$ cat config.mk
export PLATFORM = sky130hd
export DESIGN_NAME = serial_alu_seq
export DESIGN_NICKNAME = d
export VERILOG_FILES = /design/src/rtl/serial_alu_seq.sv
export SDC_FILE = /design/constraint.sdc
export NUM_CORES = 1
export LEC_CHECK = 0
export BUFFER_PORTS_ARGS = -buffer_cell sky130_fd_sc_hd__buf_2
export CAP_MARGIN = 20
export CORE_ASPECT_RATIO = 0.9
export CORE_MARGIN = 10
export CORE_UTILIZATION = 58
export CTS_BUF_LIST = sky130_fd_sc_hd__clkbuf_8
export CTS_CLUSTER_SIZE = 16
export DETAILED_ROUTE_END_ITERATION = 16
export PLACE_DENSITY = 0.83
export SYNTH_ARGS = -nofsm -noshare
export SYNTH_HDL_FRONTEND = slang
export SYNTH_SLANG_ARGS = --single-unit
$ cat constraint.sdc
create_clock -name clk_i -period 2.85 [get_ports clk_i]
set_clock_uncertainty 0.2 [all_clocks]
set_input_delay 0.285 -clock clk_i [delete_from_list [all_inputs] [get_ports clk_i]]
set_output_delay 0.285 -clock clk_i [all_outputs]
set_load 0.03 [all_outputs]
$ cat src/rtl/serial_alu_seq.sv
// Bit-serial add/subtract sequencer driving one external 1-bit full-adder slice, LSB first.
// Latency: start accepted at edge N, result/flags and done_o presented after edge N+WIDTH; one op per WIDTH+2 cycles.
// Backpressure: none; start_i is only honoured in IDLE, requests while busy are dropped, not queued.
module serial_alu_seq #(
  parameter int WIDTH = 4
) (
  input  logic             clk_i,
  input  logic             rst_ni,
  input  logic             start_i,
  input  logic             op_i,
  input  logic [WIDTH-1:0] a_i,
  input  logic [WIDTH-1:0] b_i,
  output logic             busy_o,
  output logic             done_o,
  output logic [WIDTH-1:0] result_o,
  output logic             carry_o,
  output logic             ovf_o,
  output logic             zero_o,
  output logic             fa_a_o,
  output logic             fa_b_o,
  output logic             fa_cin_o,
  input  logic             fa_sum_i,
  input  logic             fa_cout_i
);

  localparam int CW = (WIDTH > 1) ? $clog2(WIDTH) : 1;

  typedef enum logic [1:0] {
    S_IDLE = 2'd0,
    S_RUN  = 2'd1,
    S_DONE = 2'd2
  } state_e;

  state_e           state_q, state_d;
  logic [WIDTH-1:0] a_sr_q, a_sr_d;
  logic [WIDTH-1:0] b_sr_q, b_sr_d;
  // Sum bits collected so far; the final (MSB) bit arrives straight from the
  // slice on the last RUN edge, so only WIDTH-1 bits need storing.
  logic [WIDTH-2:0] s_sr_q, s_sr_d;
  logic             cy_q, cy_d;
  logic [CW-1:0]    cnt_q, cnt_d;
  logic [WIDTH-1:0] result_q, result_d;
  logic             carry_q, carry_d;
  logic             ovf_q, ovf_d;
  logic             zero_q, zero_d;
  logic             fa_a_q, fa_a_d;
  logic             fa_b_q, fa_b_d;
  logic             fa_cin_q, fa_cin_d;
  logic [WIDTH-1:0] full_sum;

  // Next-state and datapath: load operands on start, shift one bit per RUN edge, latch results on the last bit.
  always_comb begin
    state_d  = state_q;
    a_sr_d   = a_sr_q;
    b_sr_d   = b_sr_q;
    s_sr_d   = s_sr_q;
    cy_d     = cy_q;
    cnt_d    = cnt_q;
    result_d = result_q;
    carry_d  = carry_q;
    ovf_d    = ovf_q;
    zero_d   = zero_q;
    full_sum = {fa_sum_i, s_sr_q};

    case (state_q)
      S_IDLE: begin
        if (start_i) begin
          state_d = S_RUN;
          a_sr_d  = a_i;
          // Subtract is a + ~b + 1: invert B here and seed the carry with 1.
          b_sr_d  = op_i ? ~b_i : b_i;
          cy_d    = op_i;
          cnt_d   = '0;
          s_sr_d  = '0;
        end
      end
      S_RUN: begin
        s_sr_d = (WIDTH-1)'(full_sum >> 1);
        a_sr_d = a_sr_q >> 1;
        b_sr_d = b_sr_q >> 1;
        cy_d   = fa_cout_i;
        cnt_d  = cnt_q + CW'(1);
        if (cnt_q == CW'(WIDTH-1)) begin
          state_d  = S_DONE;
          cnt_d    = '0;
          result_d = full_sum;
          carry_d  = fa_cout_i;
          // cy_q is the carry into the MSB during the last bit.
          ovf_d    = cy_q ^ fa_cout_i;
          zero_d   = (full_sum == '0);
        end
      end
      S_DONE: begin
        state_d = S_IDLE;
      end
      default: begin
        state_d = S_IDLE;
      end
    endcase

    // Slice drive is computed from next state so it comes straight off flops.
    fa_a_d   = (state_d == S_RUN) & a_sr_d[0];
    fa_b_d   = (state_d == S_RUN) & b_sr_d[0];
    fa_cin_d = (state_d == S_RUN) & cy_d;
  end

  // State and datapath registers, cleared asynchronously so a reset aborts any operation in flight.
  always_ff @(posedge clk_i or negedge rst_ni) begin
    if (!rst_ni) begin
      state_q  <= S_IDLE;
      a_sr_q   <= '0;
      b_sr_q   <= '0;
      s_sr_q   <= '0;
      cy_q     <= 1'b0;
      cnt_q    <= '0;
      result_q <= '0;
      carry_q  <= 1'b0;
      ovf_q    <= 1'b0;
      zero_q   <= 1'b0;
      fa_a_q   <= 1'b0;
      fa_b_q   <= 1'b0;
      fa_cin_q <= 1'b0;
    end else begin
      state_q  <= state_d;
      a_sr_q   <= a_sr_d;
      b_sr_q   <= b_sr_d;
      s_sr_q   <= s_sr_d;
      cy_q     <= cy_d;
      cnt_q    <= cnt_d;
      result_q <= result_d;
      carry_q  <= carry_d;
      ovf_q    <= ovf_d;
      zero_q   <= zero_d;
      fa_a_q   <= fa_a_d;
      fa_b_q   <= fa_b_d;
      fa_cin_q <= fa_cin_d;
    end
  end

  assign busy_o   = (state_q != S_IDLE);
  assign done_o   = (state_q == S_DONE);
  assign result_o = result_q;
  assign carry_o  = carry_q;
  assign ovf_o    = ovf_q;
  assign zero_o   = zero_q;
  assign fa_a_o   = fa_a_q;
  assign fa_b_o   = fa_b_q;
  assign fa_cin_o = fa_cin_q;

endmodule

==> impl_metrics.json <==
{
  "outcome": "complete, no violations",
  "grt_max_degree": 25,
  "vdd_ir_drop_max_uv": 620,
  "hold_start": "fa_sum_i",
  "p_total_uw": 1480,
  "clock_path_buffers": 2,
  "die_h_um": 61.3,
  "critPathRequiredTime_ns": 2.83,
  "fmax_mhz": 526,
  "wl_met2_mm": 1.05,
  "multi_input_area_um2": 440,
  "p_per_area_nw_per_um2": 1160,
  "slew_headroom_pct": 60.3,
  "fill_cells": 131,
  "htreeDepth": 1,
  "firstDrtPassIters": 4,
  "drc": 0,
  "dpl.hpwl_mm": 1.57,
  "startpoint_type": "flip-flop",
  "totalWireLength_mm": 2.22,
  "tns_ns": 0,
  "die_w_um": 65.9,
  "fin_crit_sh_pct": 66.7,
  "synth.net_count": 105,
  "io_buffers": 25,
  "via_per_inst": 5.59,
  "rows": 14,
  "setup_viol": 0,
  "crit_fanout": 16,
  "fin_crit_ns": 1.90,
  "insertion_delay_ns": 0.26,
  "syn_to_final_growth_pct": 15.9,
  "drive_gt1_share_pct": 36.8,
  "ios": 26,
  "path_clk_slew_ns": 0.08,
  "dp_cells": 133,
  "grt_setup_unrepaired": "no",
  "syn_area_um2": 1100,
  "finalHoldViolCount": 0,
  "finalNonFillerCells": 138,
  "crit_path_start": "state_q[0]$_DFF_PN0_",
  "worst_pin_slew_ns": 0.594,
  "dieArea_um2": 4040,
  "drt-met1-wl_mm": 1.02,
  "leakagePower_uw": 0.000654,
  "route.met3.wl_um": 139,
  "fin_hold_ws_ns": 0.0792,
  "antenna_found_initial": 0,
  "numCtsBuffers": 3,
  "ys_ff_latch": 24,
  "yosysUniqueCellTypes": 29,
  "cp-end-kind": "flip-flop",
  "cp_data_arrival_time_ns": 1.88,
  "cts_resized": 0,
  "criticalPathCategory": "reg2reg",
  "n_antenna_cell": 0,
  "regArea_um2": 601,
  "yosysWarnings": 0,
  "core-area_um2": 1730,
  "detail-route-antenna-nets": 0,
  "max-cap-violations": 0,
  "avgSynthCellArea_um2": 12.2,
  "wl_per_cell_um": 16.1,
  "drt_iter0_markers": 15,
  "grt_pass1_wl_mm": 3.73,
  "gp_congestion": 0.787,
  "gr-usage-all-layers_pct": 11.7,
  "root_buffer": "clkbuf_8",
  "cts_tree": "done",
  "grt-ovfl-total": 0,
  "cts_sinks": 24,
  "vias": 772,
  "yosysSeqAreaShare_pct": 54.5,
  "initial_utilization_pct": 63.5,
  "maxSlewViolCount": 0,
  "r2r_start": "state_q[0]$_DFF_PN0_",
  "fin_nets": 130,
  "grt_pass1_vias": 842,
  "synthCells": 90,
  "hold_class": "in2reg",
  "highest_layer": "met4"
}
power breakdown:
group	internal (µW)	leakage [µW]	switching [µW]	total (µW)
sequential	486	0.000305	127	612
clock	123	0.0000288	103	226
combinational	264	0.000320	373	637
synth_stat cells (all sizes together):
cell    count  area share [%]
mux2        5             6.8
a31oi       1            0.57
dfrtp      24              55
xnor2       1            0.80
o21bai      1             1.0
nor3b       1             1.1
o21ai       8             3.6
or2         1            0.57
buf         6             4.1
xor2        4             3.2
nand2       6             2.0
a211oi      1             1.1
a22oi       6             4.5
a22o        5             4.0
ha          1             1.1
or4         1            0.68
nor2b       4             2.5
a21oi       1            0.45
nand3       1            0.45
nand3b      1             1.8
a222oi      2             1.8
nor2        5             1.7
inv         4             1.4
sequential cells by signal (all words and copies together), names as in the netlist, 2 cells and up:
| register | cells |
|---|---|
| a_sr_q | 3 |
| b_sr_q | 3 |
| cnt_q | 2 |
| result_o | 4 |
| s_sr_q | 3 |
| state_q | 2 |
path summary, 6_finish.rpt:
| path | end | slack [ns] | cells after the start |
|---|---|---|---|
| setup / recovery | fa_b_o$_DFF_PN0_ | 0.95 | 3 |
| hold / removal | s_sr_q[2]$_DFFE_PN0P_ | 0.08 | 2 |
| setup reg to reg | fa_b_o$_DFF_PN0_ | 0.95 | 3 |
| hold reg to reg | zero_o$_DFFE_PN0P_ | 0.28 | 2 |
| max in group asynchronous | b_sr_q[1]$_DFFE_PN0P_ | 1.77 | 2 |
| min in group asynchronous | zero_o$_DFFE_PN0P_ | 0.32 | 2 |
worst max-delay path, cell delays in order, from the launching register on:
cell	delay [ns]
dfrtp_1	0.72
nor2b_1	0.57
a22oi_2	0.17
a211oi_2	0.16
timing repair:
item | 4_1_cts | 5_1_grt
buffers inserted | 0 | 0
hold endpoints to repair | 24 | 0
hold buffers | 1 | 0
setup endpoints to repair | 0 | 0
metrics by stage:
step / instance area, µm² / util (%) / worst slack, ns
finish: 1280 / 73.6 / 0.948
global route: 1280 / 73.6 / 0.835
CTS: 1280 / 73.6 / 0.970
detailed placement: 1210 / 69.8 / 1.02
global placement: 1210 / 69.8 / 1.08
floorplan: 1100 / - / 1.31
per-layer routing:
| metal | vias up | global-route usage [%] |
|---|---|---|
| met2 | 18 | 18.6 |
| met5 | - | 0 |
| li1 | 363 | - |
| met4 | 0 | 5.18 |
| met3 | 2 | 3.99 |
| met1 | 389 | 14.1 |
cells in the final DEF, fill, tap and decap left out:
cell type / synthesis / routed
or4_1: 1 / 1
inv_2: 2 / 2
nor3b_2: 1 / 1
xor2_1: 4 / 4
o21ai_1: 7 / 7
dlygate4sd3_1: 0 / 1
buf_2: 3 / 25
nor2b_1: 3 / 3
nand3b_4: 1 / 1
a211oi_2: 1 / 1
nand3_1: 1 / 1
a22oi_1: 5 / 5
o21bai_2: 1 / 1
dfrtp_1: 24 / 24
o21ai_0: 1 / 1
xnor2_1: 1 / 1
nor2b_2: 1 / 1
a22oi_2: 1 / 1
inv_1: 2 / 2
nand2_1: 6 / 6
a21oi_1: 1 / 1
ha_1: 1 / 1
a222oi_1: 2 / 2
a22o_1: 5 / 5
clkbuf_8: 0 / 4
mux2_4: 5 / 5
nor2_1: 5 / 5
or2_1: 1 / 1
a31oi_1: 1 / 1
cell type report:
type	instances	share of cell area (%)
Clock buffer	4	4.31
Sequential cell	24	47.1
Multi-Input combinational cell	56	34.5
Inverter	4	1.18
Tap cell	24	2.35
Timing Repair Buffer	26	10.6
cell families (layout without fill, tap and decap cells):
family	Yosys count	in the layout	share of synthesized area, %
AO/OA/AOI/OAI	25	25	17.2
XOR/XNOR	5	5	3.98
adder cells (fa/ha/maj)	1	1	1.14
buffers and inverters	10	34	5.45
flip-flops	24	24	54.5
multiplexers	5	5	6.82
AND/OR/NAND/NOR	20	20	10.9
Power figures use the tool's default switching activity.
